`src/rtl/ps2_note_decoder_pkg.sv`:
```
// Shared constants for the PS/2 piano-key decoder: note codes, scancodes,
// the scancode-to-note map and the decoder FSM state encoding.
// Ports: none (package). Latency/backpressure: not applicable.
package ps2_note_pkg;

   localparam logic [5:0] NOTE_STOP = 6'b111111;
   localparam logic [5:0] NOTE_C4   = 6'd11;
   localparam logic [5:0] NOTE_CS4  = 6'd12;
   localparam logic [5:0] NOTE_D4   = 6'd13;
   localparam logic [5:0] NOTE_DS4  = 6'd14;
   localparam logic [5:0] NOTE_E4   = 6'd15;
   localparam logic [5:0] NOTE_F4   = 6'd16;
   localparam logic [5:0] NOTE_FS4  = 6'd17;
   localparam logic [5:0] NOTE_G4   = 6'd18;
   localparam logic [5:0] NOTE_GS4  = 6'd19;
   localparam logic [5:0] NOTE_A4   = 6'd20;
   localparam logic [5:0] NOTE_AS4  = 6'd21;
   localparam logic [5:0] NOTE_B4   = 6'd22;
   localparam logic [5:0] NOTE_C5   = 6'd23;
   localparam logic [5:0] NOTE_CS5  = 6'd24;
   localparam logic [5:0] NOTE_D5   = 6'd25;

   localparam logic [7:0] SC_BREAK = 8'hF0;
   localparam logic [7:0] SC_EXT   = 8'hE0;

   typedef enum logic [1:0] {
      S_IDLE   = 2'd0,
      S_BREAK  = 2'd1,
      S_EXT    = 2'd2,
      S_EXTBRK = 2'd3
   } state_t;

   // Unmapped scancodes return NOTE_STOP so callers can test "is mapped".
   function automatic logic [5:0] note_map(input logic [7:0] code);
      logic [5:0] n;
      case (code)
         8'h1C:   n = NOTE_C4;
         8'h1D:   n = NOTE_CS4;
         8'h1B:   n = NOTE_D4;
         8'h24:   n = NOTE_DS4;
         8'h23:   n = NOTE_E4;
         8'h2B:   n = NOTE_F4;
         8'h2C:   n = NOTE_FS4;
         8'h34:   n = NOTE_G4;
         8'h35:   n = NOTE_GS4;
         8'h33:   n = NOTE_A4;
         8'h3C:   n = NOTE_AS4;
         8'h3B:   n = NOTE_B4;
         8'h42:   n = NOTE_C5;
         8'h44:   n = NOTE_CS5;
         8'h4B:   n = NOTE_D5;
         default: n = NOTE_STOP;
      endcase
      return n;
   endfunction

endpackage

```
`src/rtl/ps2_note_decoder_rx.sv`:
```
// PS/2 frame receiver: 2-FF sync, ps2_clk stability filter, 11-bit shifter, parity/start/stop check, timeout.
// Latency: byte_valid rises FILT+3 clk cycles after the stop-bit falling edge on the pin.
// Backpressure: none; byte_valid and frame_err are single-cycle strobes with no hold-off.
// Ports: clk, rst (async active-high), ps2_clk/ps2_data (async pins),
//        rx_byte (last good byte), byte_valid (good-byte strobe), frame_err (error strobe).
module ps2_rx #(
   parameter int FILT    = 8,
   parameter int TIMEOUT = 200000
) (
   input  logic       clk,
   input  logic       rst,
   input  logic       ps2_clk,
   input  logic       ps2_data,
   output logic [7:0] rx_byte,
   output logic       byte_valid,
   output logic       frame_err
);

   localparam int FW = $clog2(FILT + 1);
   localparam int TW = $clog2(TIMEOUT + 1);

   logic          clk_s1, clk_s2, dat_s1, dat_s2;
   logic          clk_filt;
   logic [FW-1:0] filt_cnt;
   logic          fall;
   logic [3:0]    bit_cnt;
   logic [9:0]    sr;
   logic [TW-1:0] timer;
   logic          good;

   // Synchronizer and glitch filter. Lines idle high, so reset to 1 to avoid
   // a spurious falling edge straight out of reset.
   always_ff @(posedge clk or posedge rst) begin
      if (rst) begin
         clk_s1   <= 1'b1;
         clk_s2   <= 1'b1;
         dat_s1   <= 1'b1;
         dat_s2   <= 1'b1;
         clk_filt <= 1'b1;
         filt_cnt <= '0;
         fall     <= 1'b0;
      end else begin
         clk_s1 <= ps2_clk;
         clk_s2 <= clk_s1;
         dat_s1 <= ps2_data;
         dat_s2 <= dat_s1;
         fall   <= 1'b0;
         if (clk_s2 == clk_filt) begin
            filt_cnt <= '0;
         end else if (filt_cnt == FW'(FILT - 1)) begin
            // New level has now been seen for FILT consecutive cycles.
            clk_filt <= clk_s2;
            filt_cnt <= '0;
            fall     <= ~clk_s2;
         end else begin
            filt_cnt <= filt_cnt + 1'b1;
         end
      end
   end

   // sr fills from the top: after ten shifts sr[0]=start, sr[8:1]=data, sr[9]=parity.
   // The stop bit is taken live from dat_s2 on the eleventh edge.
   assign good = ~sr[0] & dat_s2 & (^sr[9:1]);

   always_ff @(posedge clk or posedge rst) begin
      if (rst) begin
         bit_cnt    <= '0;
         sr         <= '0;
         timer      <= '0;
         rx_byte    <= 8'h00;
         byte_valid <= 1'b0;
         frame_err  <= 1'b0;
      end else begin
         byte_valid <= 1'b0;
         frame_err  <= 1'b0;
         if (fall) begin
            timer <= '0;
            if (bit_cnt == 4'd10) begin
               bit_cnt <= '0;
               if (good) begin
                  rx_byte    <= sr[8:1];
                  byte_valid <= 1'b1;
               end else begin
                  frame_err <= 1'b1;
               end
            end else begin
               sr      <= {dat_s2, sr[9:1]};
               bit_cnt <= bit_cnt + 1'b1;
            end
         end else if (bit_cnt != 4'd0) begin
            if (timer == TW'(TIMEOUT - 1)) begin
               frame_err <= 1'b1;
               bit_cnt   <= '0;
               timer     <= '0;
            end else begin
               timer <= timer + 1'b1;
            end
         end else begin
            timer <= '0;
         end
      end
   end

endmodule

```
`src/rtl/ps2_note_decoder.sv`:
```
// Decodes PS/2 make/break/extended scancodes into the 6-bit note code for the tone generator.
// Latency: note/key_down update exactly one clk cycle after byte_valid.
// Backpressure: none; every received byte is consumed in the cycle it is strobed.
// Ports: clk, rst (async active-high), ps2_clk/ps2_data (async pins), note (111111 = silence),
//        key_down (note valid), byte_valid/rx_byte (received byte), frame_err (error strobe).
module ps2_note_decoder
   import ps2_note_pkg::*;
#(
   parameter int FILT    = 8,
   parameter int TIMEOUT = 200000
) (
   input  logic       clk,
   input  logic       rst,
   input  logic       ps2_clk,
   input  logic       ps2_data,
   output logic [5:0] note,
   output logic       key_down,
   output logic       byte_valid,
   output logic [7:0] rx_byte,
   output logic       frame_err
);

   state_t     state;
   logic [5:0] code_note;

   ps2_rx #(
      .FILT    (FILT),
      .TIMEOUT (TIMEOUT)
   ) u_rx (
      .clk        (clk),
      .rst        (rst),
      .ps2_clk    (ps2_clk),
      .ps2_data   (ps2_data),
      .rx_byte    (rx_byte),
      .byte_valid (byte_valid),
      .frame_err  (frame_err)
   );

   assign code_note = note_map(rx_byte);

   always_ff @(posedge clk or posedge rst) begin
      if (rst) begin
         state    <= S_IDLE;
         note     <= NOTE_STOP;
         key_down <= 1'b0;
      end else if (byte_valid) begin
         case (state)
            S_IDLE: begin
               if (rx_byte == SC_BREAK) begin
                  state <= S_BREAK;
               end else if (rx_byte == SC_EXT) begin
                  state <= S_EXT;
               end else if (code_note != NOTE_STOP) begin
                  // Last press wins; a typematic repeat rewrites the same value.
                  note     <= code_note;
                  key_down <= 1'b1;
               end
            end
            S_BREAK: begin
               state <= S_IDLE;
               // Only releasing the key currently sounding silences the output.
               if (code_note != NOTE_STOP && code_note == note) begin
                  note     <= NOTE_STOP;
                  key_down <= 1'b0;
               end
            end
            S_EXT: begin
               state <= (rx_byte == SC_BREAK) ? S_EXTBRK : S_IDLE;
            end
            default: begin
               state <= S_IDLE;
            end
         endcase
      end
   end

endmodule
```
`config.mk`:
```
export PLATFORM = sky130hd
export DESIGN_NAME = ps2_note_decoder
export DESIGN_NICKNAME = d
export VERILOG_FILES = /design/src/rtl/ps2_note_decoder_pkg.sv /design/src/rtl/ps2_note_decoder_rx.sv /design/src/rtl/ps2_note_decoder.sv
export SDC_FILE = /design/constraint.sdc
export NUM_CORES = 1
export LEC_CHECK = 0
export CORE_AREA = 2 2 105 87
export CTS_BUF_LIST = sky130_fd_sc_hd__clkbuf_4
export CTS_CLUSTER_DIAMETER = 150
export CTS_CLUSTER_SIZE = 10
export DETAILED_ROUTE_END_ITERATION = 7
export DIE_AREA = 0 0 107 89
export PLACE_DENSITY = 0.61
export SYNTH_ARGS = -nofsm -noshare
export SYNTH_HDL_FRONTEND = slang
export SYNTH_SLANG_ARGS = --single-unit
```
`constraint.sdc`:
```
create_clock -name clk -period 4.8 [get_ports clk]
set_input_delay 0.48 -clock clk [delete_from_list [all_inputs] [get_ports clk]]
set_output_delay 0.48 -clock clk [all_outputs]
set_load 0.02 [all_outputs]
```
==> impl_metrics.env, run 1 <==
export IMPL_status="finished, final reports clean"
export IMPL_fp_row_count=30
export IMPL_dpl_cell_area_um2=3560
export IMPL_wl_um=6210
export IMPL_vias=2347
export IMPL_timing_final_ws_setup_ps=2240
export IMPL_start_kind="register"
export IMPL_vias_per_cell=5.08
export IMPL_switching_power_uw=226
export IMPL_crit_reg2reg_launch="u_rx.rx_byte[4]$_DFFE_PP0P_"
export IMPL_yosys_warnings=0
export IMPL_cp_max_fo=20
export IMPL_finClkSkew_ps=21.8
export IMPL_io_pins=21
export IMPL_syn_inst=326
export IMPL_endpoint_kind="register"
export IMPL_relSlewSlack_pct=48.3
export IMPL_post_cts_resized=0
export IMPL_power_uw=943
export IMPL_max_cap_viol_count=0
export IMPL_antenna_left=0
export IMPL_dp_worst_setup_slack_ps=2230
export IMPL_ys_types=62
export IMPL_fin_area_um2=3700
export IMPL_drc=0
export IMPL_p_per_area_nw_per_um2=255
export IMPL_synth_most_common_cell="nand2_1"
export IMPL_synth_fp_nets=335
export IMPL_crit_start="u_rx.rx_byte[4]$_DFFE_PP0P_"
export IMPL_cts_setup_buffers=0
export IMPL_post_route_period_util_pct=53.3
export IMPL_critical_path_class="reg2reg"
export IMPL_core_area_um2=8370
export IMPL_grt_max_degree=62
export IMPL_clock_path_buffers=2
export IMPL_synth_top_cell_area_share_pct=38.1
export IMPL_hold_violations=0
export IMPL_synth_commonest_cells="nand2_1 (51), dfrtp_1 (50), nor2_1 (25)"
export IMPL_gp_congestion=0.796
export IMPL_drt_pass1_iterations=4
export IMPL_grt_ovfl_total=0
export IMPL_clock_sinks=61
export IMPL_synth_area_leaders="dfrtp_1 (38%), dfstp_2 (8.8%), nand2_1 (5.8%), xor2_1 (3.7%), xnor2_1 (3.5%)"
export IMPL_max_clock_freq_ghz=0.391
export IMPL_die_w_um=107
export IMPL_ys_ff_latch=61
export IMPL_min_from="u_rx.dat_s1$_DFF_PP1_"
export IMPL_timing_hold_ws_ps=363
export IMPL_synth_top_area_cell="dfrtp_1"
export IMPL_cts_inserted_buffers=9
export IMPL_synthFlopType="dfrtp_1"
export IMPL_grt_pass1_wl_um=10800
export IMPL_wl_per_cell_um=13.4
export IMPL_dp_hpwl_um=4270
export IMPL_cts_root_buf="clkbuf_4"
export IMPL_p_leak_uw=0.00156
export IMPL_tns_ps=0
export IMPL_power_frac_comb_pct=4.8
export IMPL_hold_class="reg2reg"
export IMPL_clkPwrFrac_pct=37.3
export IMPL_areaGrowthSynthToFinish_pct=12.7
export IMPL_async_reset_ff_share_pct=100
export IMPL_setup_viol=0
export IMPL_grt_usage_pct=14.4
export IMPL_cts_tree="built"
export IMPL_clk_latency_ps=400
export IMPL_diodes=0
export IMPL_clkTransAtPathRegs_ps=100
export IMPL_cts_hold_buf=0
export IMPL_antenna_found_initial=0
export IMPL_dieArea_um2=9520
export IMPL_yosysSeqAreaShare_pct=46.9
export IMPL_min_period_ps=2560
export IMPL_switching_share_pct=23.9
export IMPL_initialDrtViolationCount=127
export IMPL_worst_pin_slew_ps=765
export IMPL_grt_pass1_vias=2263
export IMPL_synthesis_area_um2=3290
export IMPL_peakVddDrop_mv=0.173
export IMPL_initial_core_util_pct=39.3
export IMPL_die_y_um=89
export IMPL_avgSynthCellArea_um2=10.1
export IMPL_io_buffers=20
export IMPL_final_nets=354
export IMPL_cp_required_ps=5110
export IMPL_finalMaxSlewViolations=0
export IMPL_cts_htree_levels=3
export IMPL_synth_edf_count=0
export IMPL_cp_arrival_ps=2870
export IMPL_rsz0062_at_grt="false"
export IMPL_internal_power_uw=717
export IMPL_drive_above_1_share_pct=14.9
export IMPL_seqPwrFrac_pct=57.9
## layer usage
layer / GRT usage [%] / up-vias / part of all wire, %
met3: 4.15 / 10 / 3.4
met1: 18.8 / 1119 / 49
met4: 5.19 / 0 / 1.6
met5: 0 / - / 0
met2: 23.0 / 42 / 46
li1: - / 1176 / -
## per-stage QoR
stage / utilization (%) / std cells
2_1_floorplan: - / 326
6_report: 44.2 / 462
3_3_place_gp: 42.6 / 446
5_1_grt: 44.2 / 462
4_1_cts: 44.2 / 462
3_5_place_dp: 42.6 / 446
## registers in the layout (all words and copies together) (netlist names)
signal,cells
u_rx.fall,1
state,2
u_rx.clk_s2,1
u_rx.frame_err,1
u_rx.filt_cnt,4
u_rx.sr,10
u_rx.clk_s1,1
u_rx.rx_byte,8
note,6
u_rx.byte_valid,1
key_down,1
u_rx.timer,18
u_rx.dat_s1,1
u_rx.bit_cnt,4
u_rx.dat_s2,1
u_rx.clk_filt,1
## cell families after synthesis
group | count (synthesis) | synth area share (%)
AND/OR/NAND/NOR | 147 | 24.2
flip-flops | 61 | 46.9
AO/OA/AOI/OAI | 47 | 10.9
adder cells (fa/ha/maj) | 5 | 1.90
buffers and inverters | 24 | 3.39
multiplexers | 14 | 4.80
XOR/XNOR | 28 | 7.88
## cells in the final DEF (no fill, tap or decap), types with 3 or more instances in the layout
cell / Yosys / layout
nand2_1: 51 / 51
xnor2_1: 13 / 13
nor2_1: 25 / 25
o21ai_0: 11 / 11
clkbuf_4: 0 / 10
dfstp_2: 11 / 11
clkinvlp_4: 0 / 3
mux2_2: 10 / 10
and2_1: 3 / 3
ha_1: 5 / 5
nand4_1: 3 / 3
nor3b_1: 5 / 5
clkdlybuf4s50_1: 0 / 20
mux2i_1: 3 / 3
nand3_1: 9 / 9
nor2b_1: 4 / 4
nand3b_1: 8 / 8
a22o_1: 3 / 3
and3_1: 6 / 6
dfrtp_1: 50 / 50
o21ai_1: 3 / 3
a21oi_1: 9 / 9
nand2b_1: 6 / 6
inv_1: 11 / 10
nor3_1: 8 / 8
xor2_1: 14 / 14
or3_1: 3 / 3
## path summary, 6_finish.rpt
| check | to | slack (ps) | depth (start not counted) |
|---|---|---|---|
| max | note[4]$_DFFE_PP1P_ | 2240 | 5 |
| min | u_rx.dat_s2$_DFF_PP1_ | 360 | 0 |
| max reg2reg | note[4]$_DFFE_PP1P_ | 2240 | 5 |
| min reg2reg | u_rx.dat_s2$_DFF_PP1_ | 360 | 0 |
| max in group asynchronous | u_rx.sr[6]$_DFFE_PP0P_ | 3710 | 3 |
| min in group asynchronous | u_rx.timer[6]$_DFF_PP0_ | 600 | 3 |
## area by class of cell
class / count / area [µm²]
Timing Repair Buffer: 21 / 208
Multi-Input combinational cell: 241 / 1630
Sequential cell: 61 / 1540
Clock inverter: 6 / 65.1
Tap cell: 112 / 140
Inverter: 11 / 41.3
Fill cell: 806 / 4670
Clock buffer: 10 / 75.1
## worst max-delay path, stage by stage (launching register included)
cell and delay, ps:
dfrtp_1 610, or4b_4 610, nor4b_4 420, a211oi_1 150, xnor2_1 530, o22ai_1 170
## power by group through the flow
stage               combinational, µW  clock [µW]  sequential (µW)
floorplan                        35.7           0              553
global placement                 45.9           0              554
detailed placement               46.3           0              555
CTS                              46.6         370              546
global route                     55.3         388              548
finish                           45.2         352              546
Note: power is estimated with default switching activity, not from simulation.
==> inputs of run 2 (changes only) <==
--- a/config.mk
+++ b/config.mk
@@ -11,7 +11,7 @@
 export CTS_CLUSTER_SIZE = 10
 export DETAILED_ROUTE_END_ITERATION = 7
 export DIE_AREA = 0 0 107 89
-export PLACE_DENSITY = 0.61
+export PLACE_DENSITY = 0.63
 export SYNTH_ARGS = -nofsm -noshare
 export SYNTH_HDL_FRONTEND = slang
 export SYNTH_SLANG_ARGS = --single-unit
==> constraint.sdc (replaced) <==
create_clock -name clk -period 2.3 [get_ports clk]
set_input_delay 0.23 -clock clk [delete_from_list [all_inputs] [get_ports clk]]
set_output_delay 0.23 -clock clk [all_outputs]
set_load 0.02 [all_outputs]
==> impl_metrics.env, run 2 (same netlist as run 1, synthesis figures left out) <==
export IMPL_clkTransAtPathRegs_ps=100
export IMPL_p_per_area_nw_per_um2=509
export IMPL_min_period_ps=2250
export IMPL_cp_required_ps=2630
export IMPL_largest_register_ffs=18
export IMPL_switching_power_uw=475
export IMPL_cpPeakStageDelay_ps=400
export IMPL_reg2reg_depth=7
export IMPL_hold_violations=0
export IMPL_busiest_layer="met2"
export IMPL_critical_path_class="reg2reg"
export IMPL_dp_hpwl_um=4370
export IMPL_p_leak_uw=0.00167
export IMPL_mostFrequentLayoutCell="nand2_1"
export IMPL_grt_max_degree=41
export IMPL_diodes=0
export IMPL_cp_cell_sequence="buf_6 -> or3b_1 -> a2bb2o_1 -> or2_2 -> a21o_2 -> mux2_4 -> o21ai_2"
export IMPL_die_w_um=107
export IMPL_cts_htree_levels=3
export IMPL_regMostFlops="u_rx.timer"
export IMPL_wl_um=6280
export IMPL_finalMaxSlewViolations=0
export IMPL_initial_core_util_pct=39.3
export IMPL_clk_latency_ps=400
export IMPL_cp_arrival_ps=2580
export IMPL_worst_pin_slew_ps=530
export IMPL_reg_largest_list="u_rx.timer x18, u_rx.sr x10, u_rx.rx_byte x8"
export IMPL_grtUsageMet3_pct=4.66
export IMPL_post_route_period_util_pct=97.7
export IMPL_endpoint_kind="register"
export IMPL_start_kind="register"
export IMPL_die_y_um=89
export IMPL_finClkSkew_ps=14.7
export IMPL_timing_final_ws_setup_ps=52.9
export IMPL_antenna_left=0
export IMPL_drt_pass1_iterations=4
export IMPL_cp_max_fo=14
export IMPL_gp_congestion=0.829
export IMPL_cts_hold_buf=0
export IMPL_rsz0062_at_grt="true"
export IMPL_grt_usage_pct=14.5
export IMPL_most_common_layout_cells="nand2_1 (51), dfrtp_1 (48), nor2_1 (25)"
export IMPL_vias_per_cell=5.12
export IMPL_power_frac_comb_pct=4.9
export IMPL_core_area_um2=8370
export IMPL_use_met1_pct=19.0
export IMPL_clock_path_buffers=2
export IMPL_dieArea_um2=9520
export IMPL_cp_top_family="simple AND/OR/NAND/NOR gates"
export IMPL_crit_slowest_cell="dfrtp_1"
export IMPL_vias=2447
export IMPL_drive_above_1_share_pct=21.3
export IMPL_io_buffers=20
export IMPL_groute_layer_met2_usage_pct=23.0
export IMPL_dp_worst_setup_slack_ps=-63.3
export IMPL_final_nets=370
export IMPL_wl_per_cell_um=13.1
export IMPL_fp_row_count=30
export IMPL_initialDrtViolationCount=109
export IMPL_cts_inserted_buffers=9
export IMPL_drc=0
export IMPL_grt_pass1_vias=2319
export IMPL_final_core_util_pct=46.4
export IMPL_switching_share_pct=24.0
export IMPL_seqPwrFrac_pct=57.6
export IMPL_clock_sinks=61
export IMPL_io_pins=21
export IMPL_status="finished, final reports clean"
export IMPL_relSlewSlack_pct=64.4
export IMPL_internal_power_uw=1500
export IMPL_setup_viol=0
export IMPL_fill_cells=779
export IMPL_grt_pass1_wl_um=10900
export IMPL_areaGrowthSynthToFinish_pct=18.2
export IMPL_grt_ovfl_total=0
export IMPL_worstSetupPathDepth=7
export IMPL_hold_class="in2async"
export IMPL_cts_tree="built"
export IMPL_power_uw=1980
export IMPL_max_clock_freq_ghz=0.445
export IMPL_peakVddDrop_mv=0.376
export IMPL_cts_root_buf="clkbuf_4"
export IMPL_cp_num_buf_inv=1
export IMPL_antenna_found_initial=0
export IMPL_clkPwrFrac_pct=37.5
export IMPL_max_cap_viol_count=0
run 2: area by class of cell:
class | instances | area, µm² | area share [%]
Tap cell | 112 | 140 | 3.61
Multi-Input combinational cell | 241 | 1670 | 43.0
Sequential cell | 61 | 1540 | 39.7
Inverter | 11 | 41.3 | 1.06
Clock buffer | 10 | 75.1 | 1.93
Timing Repair Buffer | 37 | 348 | 8.96
Clock inverter | 6 | 65.1 | 1.68
run 2: metal layers:
metal	up-vias	part of all wire [%]
met1	1183	49
met4	0	1.4
met5	-	0
met2	38	46
li1	1215	-
met3	11	3.9
run 2: through the flow:
step	setup TNS, ps	hold WS (ps)	cells	area [µm²]
after floorplan	0	234	326	3290
after CTS	0	156	475	3830
after detailed placement	-230	347	459	3670
after global routing	-107	172	478	3880
final	0	168	478	3880
after global placement	0	347	459	3670
run 2: worst reg2reg max path, delay by kind of cell, from the launching register on:
kind | cells | cell delay, ps
AO/OA/AOI/OAI | 3 | 620
flip-flops | 1 | 400
AND/OR/NAND/NOR | 2 | 680
multiplexers | 1 | 320
buffers and inverters | 1 | 170
run 2: path summary, 6_finish.rpt:
| path | start | end | slack, ps |
|---|---|---|---|
| setup / recovery | u_rx.rx_byte[5]$_DFFE_PP0P_ | note[2]$_DFFE_PP1P_ | 50 |
| min in group clk | ps2_clk | u_rx.clk_s1$_DFF_PP1_ | 220 |
| hold / removal | rst | key_down$_DFFE_PP0P_ | 170 |
| setup reg to reg | u_rx.rx_byte[5]$_DFFE_PP0P_ | note[2]$_DFFE_PP1P_ | 50 |
| max in group asynchronous | rst | u_rx.clk_filt$_DFFE_PP1P_ | 1500 |
| hold reg to reg | u_rx.dat_s1$_DFF_PP1_ | u_rx.dat_s2$_DFF_PP1_ | 360 |
run 2: power groups by stage:
stage / clock network, µW / registers (µW) / logic [µW]
floorplan: 0 / 1150 / 74.6
global placement: 0 / 1160 / 97.5
detailed placement: 0 / 1160 / 102
CTS: 773 / 1140 / 102
global route: 818 / 1140 / 115
finish: 741 / 1140 / 97.7
run 2: repair_timing:
item | in CTS | in global routing
endpoints found under the setup margin | 6 | 7
gates resized for setup | 2 | 9
pin swaps | 1 | 3
buffers inserted | 0 | 3
==> inputs of run 3 (changes only) <==
--- a/config.mk
+++ b/config.mk
@@ -11,7 +11,8 @@
 export CTS_CLUSTER_SIZE = 10
 export DETAILED_ROUTE_END_ITERATION = 7
 export DIE_AREA = 0 0 107 89
-export PLACE_DENSITY = 0.63
+export PLACE_DENSITY = 0.61
+export SETUP_SLACK_MARGIN = 0.15
 export SYNTH_ARGS = -nofsm -noshare
 export SYNTH_HDL_FRONTEND = slang
 export SYNTH_SLANG_ARGS = --single-unit
==> constraint.sdc (replaced) <==
create_clock -name clk -period 2.1 [get_ports clk]
set_input_delay 0.21 -clock clk [delete_from_list [all_inputs] [get_ports clk]]
set_output_delay 0.21 -clock clk [all_outputs]
set_load 0.02 [all_outputs]
==> impl_metrics.env, run 3 (same netlist as run 1, synthesis figures left out) <==
export IMPL_regArea_um2=1550
export IMPL_wl_um=6590
export IMPL_cts_htree_levels=3
export IMPL_die_y_um=89
export IMPL_p_leak_uw=0.00185
export IMPL_diodes=0
export IMPL_cp_num_buf_inv=1
export IMPL_reg2reg_depth=7
export IMPL_peakVddDrop_mv=0.324
export IMPL_finalMaxSlewViolations=0
export IMPL_crit_reg2reg_launch="u_rx.rx_byte[4]$_DFFE_PP0P_"
export IMPL_rsz0062_at_grt="true"
export IMPL_post_route_period_util_pct=106
export IMPL_wl_per_cell_um=13.1
export IMPL_grt_pass1_vias=2519
export IMPL_grt_usage_pct=15.5
export IMPL_dp_hpwl_um=4540
export IMPL_hold_violations=0
export IMPL_cp_top_family="simple AND/OR/NAND/NOR gates"
export IMPL_dp_cells=478
export IMPL_power_uw=2060
export IMPL_start_kind="register"
export IMPL_violations="negative setup slack"
export IMPL_min_period_ps=2240
export IMPL_grt_ovfl_total=0
export IMPL_most_common_layout_cells="nand2_1 (51), dfrtp_1 (45), buf_4 (39)"
export IMPL_setup_viol=7
export IMPL_io_pins=21
export IMPL_drc=0
export IMPL_cp_required_ps=2380
export IMPL_crit_start="u_rx.rx_byte[4]$_DFFE_PP0P_"
export IMPL_status="finished, violations left"
export IMPL_dieArea_um2=9520
export IMPL_clock_path_buffers=2
export IMPL_grt_pass1_wl_um=11500
export IMPL_regMostFlops="u_rx.timer"
export IMPL_clk_latency_ps=390
export IMPL_worstSetupPathDepth=7
export IMPL_areaGrowthSynthToFinish_pct=27.1
export IMPL_clock_sinks=61
export IMPL_timing_final_ws_setup_ps=-135
export IMPL_vias_per_cell=4.94
export IMPL_max_cap_viol_count=0
export IMPL_worst_pin_slew_ps=615
export IMPL_die_w_um=107
export IMPL_cp_arrival_ps=2520
export IMPL_mostFrequentLayoutCell="nand2_1"
export IMPL_antenna_found_initial=0
export IMPL_initialDrtViolationCount=162
export IMPL_multi_input_area_um2=1770
export IMPL_max_clock_freq_ghz=0.447
export IMPL_core_area_um2=8370
export IMPL_crit_slowest_cell="or4b_4"
export IMPL_reg_largest_list="u_rx.timer x18, u_rx.sr x10, u_rx.rx_byte x8"
export IMPL_fp_row_count=30
export IMPL_cpPeakStageDelay_ps=530
export IMPL_fill_cells=777
export IMPL_clkTransAtPathRegs_ps=110
export IMPL_endpoint_kind="register"
export IMPL_cts_tree="built"
export IMPL_final_cells=505
export IMPL_io_buffers=20
export IMPL_cp_max_fo=6
export IMPL_reg2reg_to="note[0]$_DFFE_PP1P_"
export IMPL_critical_path_class="reg2reg"
export IMPL_cp_endpoint="note[0]$_DFFE_PP1P_"
export IMPL_initial_core_util_pct=39.3
export IMPL_drive_above_1_share_pct=29.5
export IMPL_final_nets=397
export IMPL_antenna_left=0
export IMPL_grt_max_degree=62
export IMPL_finClkSkew_ps=22.7
export IMPL_dp_worst_setup_slack_ps=-193
export IMPL_p_per_area_nw_per_um2=494
export IMPL_drt_pass1_iterations=4
export IMPL_cts_inserted_buffers=9
export IMPL_tns_ps=-442
export IMPL_vias=2497
export IMPL_cts_root_buf="clkbuf_4"
export IMPL_hold_class="in2async"
export IMPL_cp_cell_sequence="or4b_4 -> nor4b_4 -> buf_6 -> nor4_4 -> o22ai_2 -> o211ai_1 -> o41ai_2"
export IMPL_gp_congestion=0.839
export IMPL_largest_register_ffs=18
export IMPL_dpl_cell_area_um2=3820
export IMPL_fin_area_um2=4180
export IMPL_rrSetupSlack_ps=-140
export IMPL_relSlewSlack_pct=58.6
-- run 3: cell count changes in the layout (fill, tap and decap cells not counted), moves of 3 or more --
| cell | before | now |
|---|---|---|
| buf_4 | 14 | 39 |
| mux2_2 | 10 | 2 |
| mux2_4 | 1 | 9 |
| dfrtp_1 | 48 | 45 |
| dfrtp_2 | 2 | 5 |
-- run 3: worst register-to-register path, stage by stage, from the launching register on --
cell	delay, ps
dfrtp_2	440
or4b_4	530
nor4b_4	250
buf_6	180
nor4_4	50
o22ai_2	230
o211ai_1	180
o41ai_2	290
-- run 3: final cells by class --
class,instances,area share [%]
Clock buffer,11,1.98
Inverter,11,0.989
Clock inverter,5,0.899
Timing Repair Buffer,64,13.4
Tap cell,112,3.36
Sequential cell,61,37.0
Multi-Input combinational cell,241,42.4
-- run 3: power breakdown --
part,total (µW),switching [µW],internal [µW]
sequential,1250,27.1,1220
combinational,108,58.5,49.9
clock,708,434,274
total,2060,519,1540
-- run 3: how the worst min path moves through the flow --
stage	to	slack, ps	cells after the start
5_1_grt	u_rx.dat_s1$_DFF_PP1_	170	1
2_1_floorplan	u_rx.clk_s1$_DFF_PP1_	210	0
4_1_cts	u_rx.timer[13]$_DFF_PP0_	170	3
3_3_place_gp	u_rx.dat_s2$_DFF_PP1_	350	0
3_5_place_dp	u_rx.clk_s2$_DFF_PP1_	350	0
6_report	key_down$_DFFE_PP0P_	180	3
-- run 3: repair_timing --
action / 4_1_cts / 5_1_grt
setup buffers: 8 / 2
hold buffers: 0 / 0
endpoints found under the setup margin: 15 / 19
pin swaps: 11 / 8
cloned: 0 / 1
resized for setup: 25 / 12
-- run 3: metal layers --
| metal | vias up | track usage, % | part of all wire, % |
|---|---|---|---|
| met1 | 1181 | 20.1 | 50 |
| met2 | 42 | 24.8 | 45 |
| met3 | 13 | 4.37 | 2.8 |
| met5 | - | 0 | 0 |
| li1 | 1261 | - | - |
| met4 | 0 | 6.02 | 2.0 |
-- run 3: stage by stage --
step / hold WS, ps / util (%)
after floorplan: 214 / -
after global placement: 346 / 45.7
after detailed placement: 347 / 45.7
after CTS: 170 / 49.1
after global routing: 173 / 49.9
final: 179 / 49.9
